$ cat src/rtl/mips_fetch_if.sv
// Instruction-memory fetch channel: one word request per instruction,
// qualified by imem_ready while imem_req is high.
interface mips_fetch_if;
  logic        imem_req;
  logic [31:0] imem_addr;
  logic        imem_ready;
  logic [31:0] imem_rdata;

  modport master (
    output imem_req,
    output imem_addr,
    input  imem_ready,
    input  imem_rdata
  );

  modport slave (
    input  imem_req,
    input  imem_addr,
    output imem_ready,
    output imem_rdata
  );
endinterface

$ cat src/rtl/mips_fetch.sv
// Fetch stage of the MIPS single-cycle core: PC register, FETCH/EXEC
// sequencing against instruction memory, next-PC commit and retire counter.
module mips_fetch #(
  parameter logic [31:0] RESET_PC = 32'h0000_0000
) (
  input  logic                clk,
  input  logic                rst,
  mips_fetch_if.master        imem,
  output logic [31:0]         instr,
  output logic [5:0]          op_code,
  output logic                instr_valid,
  output logic [31:0]         pc,
  output logic [31:0]         pc_plus4,
  input  logic                jump,
  input  logic                branch,
  input  logic                zero,
  input  logic                stall,
  output logic [31:0]         retired
);

  localparam logic [31:0] RESET_PC_ALIGNED = RESET_PC & ~32'h3;

  typedef enum logic {
    S_FETCH = 1'b0,
    S_EXEC  = 1'b1
  } state_e;

  state_e      state_q, state_d;
  logic [31:0] pc_q, pc_d;
  logic [31:0] instr_q, instr_d;
  logic [31:0] retired_q, retired_d;

  logic [31:0] pc_plus4_w;
  logic [31:0] branch_off;
  logic [31:0] next_pc;

  assign pc_plus4_w = pc_q + 32'd4;
  assign branch_off = {{14{instr_q[15]}}, instr_q[15:0], 2'b00};

  // Jump outranks branch; all sources keep the low two bits at zero.
  always_comb begin
    if (jump) begin
      next_pc = {pc_plus4_w[31:28], instr_q[25:0], 2'b00};
    end else if (branch && zero) begin
      next_pc = pc_plus4_w + branch_off;
    end else begin
      next_pc = pc_plus4_w;
    end
  end

  always_comb begin
    // NOTE: every variable gets a hold default first so no path infers a latch.
    state_d   = state_q;
    pc_d      = pc_q;
    instr_d   = instr_q;
    retired_d = retired_q;
    unique case (state_q)
      S_FETCH: begin
        if (imem.imem_ready) begin
          instr_d = imem.imem_rdata;
          state_d = S_EXEC;
        end
      end
      S_EXEC: begin
        if (!stall) begin
          pc_d      = next_pc;
          retired_d = retired_q + 32'd1;
          state_d   = S_FETCH;
        end
      end
      default: state_d = S_FETCH;
    endcase
  end

  // NOTE: sequential state uses non-blocking assignment so every register
  // samples the pre-edge values of the others.
  always_ff @(posedge clk) begin
    if (rst) begin
      state_q   <= S_FETCH;
      pc_q      <= RESET_PC_ALIGNED;
      instr_q   <= 32'h0;
      retired_q <= 32'h0;
    end else begin
      state_q   <= state_d;
      pc_q      <= pc_d;
      instr_q   <= instr_d;
      retired_q <= retired_d;
    end
  end

  assign imem.imem_req  = (state_q == S_FETCH) && !rst;
  assign imem.imem_addr = pc_q;

  assign instr       = instr_q;
  assign op_code     = instr_q[31:26];
  assign instr_valid = (state_q == S_EXEC);
  assign pc          = pc_q;
  assign pc_plus4    = pc_plus4_w;
  assign retired     = retired_q;

endmodule

$ cat src/flat_wrapper.sv
// flat-port wrapper written by rule: the top's interface ports become plain ports
module mips_fetch_flat 
#(
  parameter logic [31:0] RESET_PC = 32'h0000_0000
)
  (clk, rst, instr, op_code, instr_valid, pc, pc_plus4, jump, branch, zero, stall, retired, imem_imem_req, imem_imem_addr, imem_imem_ready, imem_imem_rdata);
  mips_fetch_if imem_i ();
  input  logic clk;
  input  logic rst;
  output logic [31:0] instr;
  output logic [5:0] op_code;
  output logic instr_valid;
  output logic [31:0] pc;
  output logic [31:0] pc_plus4;
  input  logic jump;
  input  logic branch;
  input  logic zero;
  input  logic stall;
  output logic [31:0] retired;
  output wire logic [$bits(imem_i.imem_req)-1:0] imem_imem_req;
  output wire logic [$bits(imem_i.imem_addr)-1:0] imem_imem_addr;
  input wire logic [$bits(imem_i.imem_ready)-1:0] imem_imem_ready;
  input wire logic [$bits(imem_i.imem_rdata)-1:0] imem_imem_rdata;
  assign imem_imem_req = imem_i.imem_req;
  assign imem_imem_addr = imem_i.imem_addr;
  assign imem_i.imem_ready = imem_imem_ready;
  assign imem_i.imem_rdata = imem_imem_rdata;
  mips_fetch #(.RESET_PC(RESET_PC)) u_core (.clk(clk), .rst(rst), .imem(imem_i), .instr(instr), .op_code(op_code), .instr_valid(instr_valid), .pc(pc), .pc_plus4(pc_plus4), .jump(jump), .branch(branch), .zero(zero), .stall(stall), .retired(retired));
endmodule
$ cat config.mk
export PLATFORM = sky130hd
export DESIGN_NAME = mips_fetch_flat
export DESIGN_NICKNAME = d
export VERILOG_FILES = /design/src/rtl/mips_fetch_if.sv /design/src/rtl/mips_fetch.sv /design/src/flat_wrapper.sv
export SDC_FILE = /design/constraint.sdc
export NUM_CORES = 1
export LEC_CHECK = 0
export ABC_CLOCK_PERIOD_IN_PS = 10450
export CAP_MARGIN = 20
export CORE_MARGIN = 2
export CORE_UTILIZATION = 49
export DETAILED_ROUTE_END_ITERATION = 8
export MAX_ROUTING_LAYER = met4
export PLACE_DENSITY = 0.84
export SYNTH_ARGS = -nofsm -noshare
export SYNTH_HDL_FRONTEND = slang
export SYNTH_SLANG_ARGS = --single-unit
$ cat constraint.sdc
create_clock -name clk -period 10.45 [get_ports clk]
set_input_delay 2.09 -clock clk [delete_from_list [all_inputs] [get_ports clk]]
set_output_delay 2.09 -clock clk [all_outputs]
set_load 0.02 [all_outputs]
==> flow_summary.yaml, run 1 <==
cts:
  htreeDepth: 3
  tritoncts: "done"
  clkSinkCount: 95
  cts_inserted_buffers: 9
  cts_setup_buffers: 0
  path_clk_slew_ns: 0.07
  clk_path_buf_depth: 2
  cts-hold-fix-buffers: 0
  insertion_delay_ns: 0.35
  cts-root-buf: "clkbuf_16"
  cts_resized: 0
die:
  fp-row-count: 41
  start_util_pct: 50.8
  chipWidth_um: 119
  die_y_um: 119
  dieArea_mm2: 0.0141
  core_mm2: 0.0127
  io_pins: 207
pwr:
  p_seq_share_pct: 42.2
  internal-power_mw: 0.653
  powerDensity_mw_per_mm2: 109
  sw_frac_of_total_pct: 30.1
  switchingPower_mw: 0.280
  p_clk_share_pct: 37.6
  ir_worst_vdd_mv: 0.0900
  power_frac_comb_pct: 20.2
  p_leak_nw: 3.32
global_route:
  grt_max_degree: 69
  gr-total-overflow: 0
  grt_antenna_before_repair: 0
  groute.usage.overall_pct: 28.1
  grt_pass1_vias: 6304
  grt_pass1_wl_mm: 31.2
setup_path:
  r2r_slack_ns: 6.17
  endpoint_kind: "output pin"
  cp_num_buf_inv: 2
  max_stage_delay_ns: 0.56
  r2r_start: "u_core.imem.imem_addr[2]"
  crit_arrival_ns: 3.22
  slowest_stage: "clkdlybuf4s50_1"
  crit_chain: "buf_2, nor2_1, clkdlybuf4s50_1"
  critPathKind: "primary input to output pin"
  crit_required_ns: 8.36
  r2r-end: "u_core.imem.imem_addr[31]"
  cp_max_fo: 27
  cpLargestDelayFamily: "buffers and inverters"
  startpoint_type: "primary input"
  reg2regPathDepth: 16
sta:
  tightest_slew_ns: 1.02
  slew_headroom_pct: 32.1
  setup_viol: 0
  fin_setup_tns_ns: 0
  finalClockSkew_ns: 0.0105
  fmax_mhz: 188
  fin_crit_ns: 5.31
  final_hold_viol_count: 0
  period_share_pct: 50.8
  rsz0062_at_grt: "false"
  slew_viol_final: 0
  fin_ws_ns: 5.14
synth:
  ys.flop_type: "dfxtp_1"
  synth-async-reset-ratio_pct: 0
  seq_area_frac_synth_pct: 29.5
  synth_cells: 859
  yosysUniqueCellTypes: 65
  ys_top_cells_by_area: "dfxtp_1 29%, nand2_1 8.9%, ha_1 7.2%"
  syn_avg_cell_area_um2: 7.52
  yosys_warnings: 0
  synth_edf_count: 0
  synth_commonest_cells: "153 x nand2_1, 95 x dfxtp_1, 87 x nor2_1, 86 x a21oi_1, 48 x xor2_1"
  yosys_register_bits: 95
  synth_most_common_cell: "nand2_1"
  synth_top_cell_area_share_pct: 29.5
  yosys.area.top_type: "dfxtp_1"
  mappedNetlistArea_mm2: 0.00646
route:
  firstDrtPassIters: 5
  final_antenna_net_count: 0
  routed_via_density: 5.62
  remaining_drc_errors: 0
  drtIter0Drc: 451
  wirelength_mm: 19.7
  wire_per_inst_um: 16.7
  dr_total_vias: 6623
final_layout:
  fin_nets: 1078
  drive_gt1_share_pct: 3.28
  stdcell_area_mm2: 0.00859
  antenna_cells: 0
  area_growth_pct: 33.1
  fill_cells: 1130
min_path:
  min_from: "u_core.instr[27]"
  min_to: "u_core.instr[27]"
  min_path_cells: 2
  hp-class: "register to register"
place:
  gp_congestion: 0.927
  dp_hpwl_mm: 14.5
  placed_area_mm2: 0.00828
  port_buffers: 200
  pre_cts_slack_ns: 5.14
outcome:
  outcome: "finished, final reports clean"
job:
  maxCapViolations: 0
-- cells by family after synthesis --
| kind of cell | Yosys count | share of synthesized area, % |
|---|---|---|
| other | 1 | 0.0581 |
| xor gates and xnor gates | 80 | 10.9 |
| and+or+nand+nor | 352 | 24.6 |
| buffers and inverters | 93 | 7.87 |
| AOI/OAI and AO/OA | 196 | 19.1 |
| adders and majority gates | 38 | 7.48 |
| muxes | 4 | 0.620 |
| DFF | 95 | 29.5 |
-- state kept, by name (all words and copies together) (netlist names) --
signal                 count
u_core.retired            32
u_core.instr              32
u_core.imem.imem_addr     30
u_core.instr_valid         1
-- power by group through the flow --
stage | sequential, mW | clock, mW | combinational [mW]
finish | 0.394 | 0.350 | 0.189
global route | 0.396 | 0.371 | 0.203
CTS | 0.394 | 0.356 | 0.188
detailed placement | 0.402 | 0 | 0.187
global placement | 0.401 | 0 | 0.185
floorplan | 0.411 | 0 | 0.103
-- cell usage in the layout (no fill, tap or decap), types with 13 or more instances in the layout --
cell | Yosys | layout
nand2_1 | 153 | 153
nor2_1 | 87 | 87
xor2_1 | 48 | 48
o21ai_0 | 23 | 23
o211ai_1 | 15 | 15
nand3_1 | 29 | 29
and3_1 | 13 | 13
xnor2_1 | 32 | 32
a21oi_1 | 86 | 86
clkdlybuf4s50_1 | 0 | 199
dfxtp_1 | 95 | 95
nand4_1 | 16 | 16
ha_1 | 37 | 37
-- worst max path at each step --
stage	from	end	slack [ns]	cells after the start
floorplan	rst	imem_imem_req	5.28	4
global placement	rst	imem_imem_req	5.15	3
detailed placement	rst	imem_imem_req	5.14	3
CTS	rst	imem_imem_req	5.13	3
global route	u_core.imem.imem_addr[2]	pc_plus4[24]	4.93	8
finish	rst	imem_imem_req	5.14	3
-- stage by stage --
step / power (mW) / hold slack [ns] / utilization [%] / instances
2_1_floorplan: 0.514 / 0.542 / - / 864
4_1_cts: 0.938 / 0.474 / 67.5 / 1178
5_1_grt: 0.969 / 0.497 / 67.5 / 1178
6_report: 0.933 / 0.470 / 67.5 / 1178
3_3_place_gp: 0.586 / 0.456 / 65.1 / 1162
3_5_place_dp: 0.589 / 0.465 / 65.1 / 1162
-- worst reg2reg max path: stages (launching register included) --
cell       delay, ns
dfxtp_1         0.49
ha_1            0.27
nand4_1         0.17
nor2_1          0.28
nand2_1         0.24
or3_1           0.41
xnor2_1         0.29
ha_1            0.36
a21oi_1         0.19
o21ai_0         0.17
nor2_1          0.16
o2111ai_1       0.22
a311oi_1        0.40
o21bai_1        0.12
xnor2_1         0.21
a21o_1          0.12
nand3_1         0.06
-- layout make-up --
cell class | count | area, µm² | share of cell area (%)
multi-input cells | 676 | 4070 | 47.4
clock inverters | 6 | 72.6 | 0.845
inverters | 12 | 45.0 | 0.524
well taps | 172 | 215 | 2.50
flip-flops and latches | 95 | 1900 | 22.1
clock buffers | 10 | 239 | 2.78
repair buffers | 207 | 2050 | 23.9
-- layer usage --
metal	track usage, %	routed length [µm]	up-vias	share of wire (%)
li1	-	-	3218	-
met1	33.6	8340	3077	42
met2	46.0	9250	277	47
met3	5.26	1410	51	7.2
met4	12.2	658	0	3.3
met5	-	0	-	0
Note: power is estimated with default switching activity, not from simulation.
==> run 2: changes to the inputs <==
ABC_CLOCK_PERIOD_IN_PS = 4950   (was 10450)
CORE_UTILIZATION = 47   (was 49)
PLACE_DENSITY = 0.81   (was 0.84)
clock period = 4.95 ns   (was 10.45 ns; I/O delays follow)
==> run 2 against run 1 <==
Register-to-register slack lost 5.4 ns. Power grew 100%. Highest routed layer unchanged. Core utilization shrank 3.2 points. Largest power group unchanged. Sequential power grew 110%. Clock skew shrank 0.0037 ns. Largest cell class unchanged. Via count grew 0.65%. Setup slack lost 4.4 ns. Design area is essentially flat. First-iteration DRC count shrank 13%. Cell count grew 0.51%. Non-clock buffer count grew 2.
==> flow_summary.yaml, run 2 (synthesis results as in run 1) <==
sta:
  finalClockSkew_ns: 0.00675
  fin_crit_ns: 4.16
  fin_setup_tns_ns: 0
  slew_viol_final: 0
  slew_headroom_pct: 34.5
  fin_ws_ns: 0.786
  setup_viol: 0
  final_hold_viol_count: 0
  tightest_slew_ns: 0.983
  period_share_pct: 84.1
  fmax_mhz: 240
  rsz0062_at_grt: "false"
cts:
  cts_setup_buffers: 0
  htreeDepth: 3
  cts-hold-fix-buffers: 0
  clk_path_buf_depth: 2
  cts_inserted_buffers: 9
  cts_resized: 0
  clkSinkCount: 95
  path_clk_slew_ns: 0.07
  tritoncts: "done"
  cts-root-buf: "clkbuf_16"
  insertion_delay_ns: 0.34
pwr:
  p_clk_share_pct: 35.3
  power_frac_comb_pct: 21.2
  powerDensity_mw_per_mm2: 222
  p_seq_share_pct: 43.5
  p_leak_nw: 3.32
  sw_frac_of_total_pct: 30.6
  internal-power_mw: 1.32
  ir_worst_vdd_mv: 0.216
  switchingPower_mw: 0.583
route:
  drtIter0Drc: 393
  routed_via_density: 5.63
  remaining_drc_errors: 0
  final_antenna_net_count: 0
  wire_per_inst_um: 17.2
  dr_total_vias: 6666
  wirelength_mm: 20.4
  firstDrtPassIters: 5
global_route:
  grt_pass1_vias: 6272
  gr-total-overflow: 0
  groute.usage.overall_pct: 28.2
  grt_max_degree: 93
  grt_pass1_wl_mm: 31.8
  grt_antenna_before_repair: 0
place:
  dp_hpwl_mm: 15.1
  pre_cts_slack_ns: 0.891
  gp_congestion: 1.00
  port_buffers: 200
die:
  dieArea_mm2: 0.0147
  fp-row-count: 42
  die_y_um: 121
  core_mm2: 0.0133
  chipWidth_um: 121
  start_util_pct: 48.4
  io_pins: 207
final_layout:
  area_growth_pct: 32.9
  antenna_cells: 0
  drive_gt1_share_pct: 3.37
  fin_nets: 1080
  fin_util_pct: 64.3
  final_common_cell: "clkdlybuf4s50_1"
  fill_cells: 1188
  final_cell_mix: "199 x clkdlybuf4s50_1, 153 x nand2_1, 95 x dfxtp_1, 87 x nor2_1, 86 x a21oi_1"
setup_path:
  crit_arrival_ns: 4.38
  r2r_slack_ns: 0.79
  crit_required_ns: 5.17
  endpoint_kind: "register"
  critPathKind: "register to register"
  cp_max_fo: 8
  startpoint_type: "register"
job:
  maxCapViolations: 0
min_path:
  hp-class: "register to register"
outcome:
  outcome: "finished, final reports clean"
[run 2: path summary, 6_finish.rpt]
kind | from | end | depth (start not counted)
max | u_core.imem.imem_addr[2] | u_core.imem.imem_addr[31] | 16
min | u_core.instr[27] | u_core.instr[27] | 2
max reg2reg | u_core.imem.imem_addr[2] | u_core.imem.imem_addr[31] | 16
min reg2reg | u_core.instr[27] | u_core.instr[27] | 2
[run 2: power groups by stage]
stage / Combinational (mW) / Clock (mW) / Sequential, mW
2_1_floorplan: 0.217 / 0 / 0.867
3_3_place_gp: 0.399 / 0 / 0.846
3_5_place_dp: 0.402 / 0 / 0.847
4_1_cts: 0.404 / 0.686 / 0.829
5_1_grt: 0.437 / 0.718 / 0.833
6_report: 0.405 / 0.674 / 0.829
[run 2: final cells by class]
class	count	area, µm²	area share (%)
clock inverters	5	41.3	0.481
multi-input cells	676	4070	47.4
repair buffers	209	2060	24.0
inverters	12	45.0	0.525
clock buffers	11	243	2.83
well taps	176	220	2.57
flip-flops and latches	95	1900	22.2
[run 2: per-stage QoR]
| step | cells | power (mW) | area, µm² | hold slack (ns) |
|---|---|---|---|---|
| 2_1_floorplan | 864 | 1.08 | 6480 | 0.542 |
| 3_3_place_gp | 1168 | 1.24 | 8300 | 0.458 |
| 3_5_place_dp | 1168 | 1.25 | 8300 | 0.464 |
| 4_1_cts | 1184 | 1.92 | 8580 | 0.473 |
| 5_1_grt | 1184 | 1.99 | 8580 | 0.487 |
| 6_report | 1184 | 1.91 | 8580 | 0.471 |
[run 2: per-layer routing]
metal / share of wire [%] / GRT usage, %
met4: 3.8 / 12.0
met2: 46 / 45.4
met3: 7.8 / 6.72
met1: 42 / 33.7
met5: 0 / -
[run 2: worst max-delay path, cell delays in order, from the launching register on]
cell and delay, ns:
dfxtp_1 0.45, ha_1 0.25, nand4_1 0.17, nor2_1 0.29, nand2_1 0.27, nor2_1 0.23
xor2_1 0.26, ha_1 0.37, a2111oi_0 0.43, o21ai_1 0.12, o21ai_1 0.12, o2111ai_1 0.15
a311oi_1 0.42, o21bai_1 0.12, xnor2_1 0.19, a21o_1 0.11, nand3_1 0.06
==> run 3: changes to the inputs <==
ABC_CLOCK_PERIOD_IN_PS = 3350   (was 4950)
CORE_UTILIZATION = 43   (was 47)
PLACE_DENSITY = 0.78   (was 0.81)
clock period = 3.35 ns   (was 4.95 ns; I/O delays follow)
==> run 3 against run 2 <==
The flow now finishes with violations (setup timing). Register-to-register slack worse by 0.81 ns. Highest routed layer unchanged. Global-route usage is 1.1 points lower. Critical path type unchanged. Setup slack worse by 0.81 ns. Sequential power is 46% higher. First-iteration DRC count is 50% higher.
==> flow_summary.yaml, run 3 (synthesis results as in run 1) <==
sta:
  rsz0062_at_grt: "true"
  fin_crit_ns: 3.38
  slew_headroom_pct: 44.5
  slew_viol_final: 0
  fmax_mhz: 296
  finalClockSkew_ns: 0.00581
  period_share_pct: 101
  fin_ws_ns: -0.0284
  final_hold_viol_count: 0
  setup_viol: 3
  tightest_slew_ns: 0.833
  hold_slack_ns: 0.466
global_route:
  groute.usage.overall_pct: 27.0
  gr-total-overflow: 0
  grt_max_degree: 75
  grt_pass1_wl_mm: 33.8
  grt_antenna_before_repair: 0
  grt_pass1_vias: 6428
route:
  wire_per_inst_um: 17.6
  wl_met3_mm: 1.64
  dr_total_vias: 7013
  routed_via_density: 5.50
  wl_met1_mm: 9.62
  wirelength_mm: 22.4
  routed-wl-met2_mm: 10.6
  final_antenna_net_count: 0
  remaining_drc_errors: 0
  drtIter0Drc: 588
  firstDrtPassIters: 7
  highest_layer: "met4"
die:
  io_pins: 207
  core_mm2: 0.0146
  die_y_um: 127
  chipWidth_um: 127
  start_util_pct: 44.3
  dieArea_mm2: 0.0160
  fp-row-count: 44
outcome:
  violations: "setup timing"
  outcome: "complete, but fails checks"
place:
  port_buffers: 200
  pre_cts_slack_ns: -0.0968
  gp_congestion: 1.03
  dp_hpwl_mm: 16.5
setup_path:
  crit_cells: 16
  r2r-end: "u_core.imem.imem_addr[31]"
  reg2regPathDepth: 16
  r2r_slack_ns: -0.03
  max_stage_delay_ns: 0.43
  cp_num_buf_inv: 0
  crit_end: "u_core.imem.imem_addr[31]"
  cp_max_fo: 5
  startpoint_type: "register"
  startpoint: "u_core.imem.imem_addr[3]"
  endpoint_kind: "register"
  cpLargestDelayFamily: "simple AND/OR/NAND/NOR gates"
  crit_required_ns: 3.59
  critPathKind: "register to register"
  cp_common_cell: "ha_4"
  slowest_stage: "or3_4"
  r2r_start: "u_core.imem.imem_addr[3]"
  crit_arrival_ns: 3.61
  crit_chain: "ha_4, nand4_1, nor2_4, nand2_4, or3_4, xnor2_4, ha_4, a21oi_2, o21ai_2, nor2_1, o2111ai_2, a311oi_1, o21bai_1, xnor2_1, a21o_1, nand3_1"
final_layout:
  drive_gt1_share_pct: 17.2
  antenna_cells: 0
  final_common_cell: "clkdlybuf4s50_1"
  area_growth_pct: 49.8
  fin_nets: 1162
  final_cell_mix: "189 x clkdlybuf4s50_1, 150 x nand2_1, 91 x buf_4, 83 x nor2_1, 83 x dfxtp_1"
cts:
  cts_inserted_buffers: 9
  path_clk_slew_ns: 0.08
  htreeDepth: 3
  cts-root-buf: "clkbuf_16"
  clk_path_buf_depth: 2
  tritoncts: "done"
  cts-hold-fix-buffers: 0
  insertion_delay_ns: 0.36
  clkSinkCount: 95
pwr:
  ir_worst_vdd_mv: 0.294
  power_mw: 2.93
  powerDensity_mw_per_mm2: 303
  p_leak_nw: 4.03
min_path:
  hp-class: "register to register"
job:
  maxCapViolations: 0
==> run 3: worst min-delay path, stage by stage, from the launching register on <==
cell and delay (ns):
dfxtp_1 0.32, nand2_1 0.05, a21oi_1 0.05
==> run 3: repair_timing <==
action	in CTS	in global routing
gates resized for setup	9	51
endpoints found under the setup margin	11	24
pin swaps	6	34
buffers inserted	1	10
==> run 3: routing by layer <==
layer	track usage, %	vias to the layer above
met5	-	-
met4	8.79	0
met3	5.27	36
met2	42.2	279
met1	35.3	3312
li1	-	3386
==> run 3: area by class of cell <==
type | instances | area [µm²]
flip-flops and latches | 95 | 1930
repair buffers | 291 | 2690
inverters | 12 | 45.0
fillers | 1217 | 4910
multi-input cells | 676 | 4490
well taps | 184 | 230
clock inverters | 7 | 58.8
clock buffers | 9 | 225
==> run 3: report_power, final <==
group	total [mW]	switching, mW	leakage (nW)	internal [mW]
clock network	1.04	0.516	0.139	0.519
registers	1.21	0.0499	0.780	1.16
logic	0.680	0.374	3.11	0.307
==> run 3: how the worst min path moves through the flow <==
stage | startpoint | endpoint | slack (ns) | cells past startpoint
2_1_floorplan | u_core.instr[23] | u_core.instr[23] | 0.54 | 2
3_3_place_gp | u_core.instr[23] | u_core.instr[23] | 0.45 | 2
3_5_place_dp | u_core.instr[24] | u_core.instr[24] | 0.46 | 2
4_1_cts | u_core.instr[24] | u_core.instr[24] | 0.47 | 2
5_1_grt | u_core.instr[24] | u_core.instr[24] | 0.49 | 2
6_report | u_core.instr[24] | u_core.instr[24] | 0.47 | 2
==> run 3: metrics by stage <==
stage          setup TNS [ns]  std cells  instance area [µm²]  util, %
6_report              -0.0556       1274                 9680     66.3
3_5_place_dp           -0.113       1247                 9040     62.0
3_3_place_gp                0       1247                 9040     62.0
4_1_cts                -0.378       1264                 9360     64.1
2_1_floorplan               0        864                 6680        -
5_1_grt                 -1.61       1274                 9680     66.3
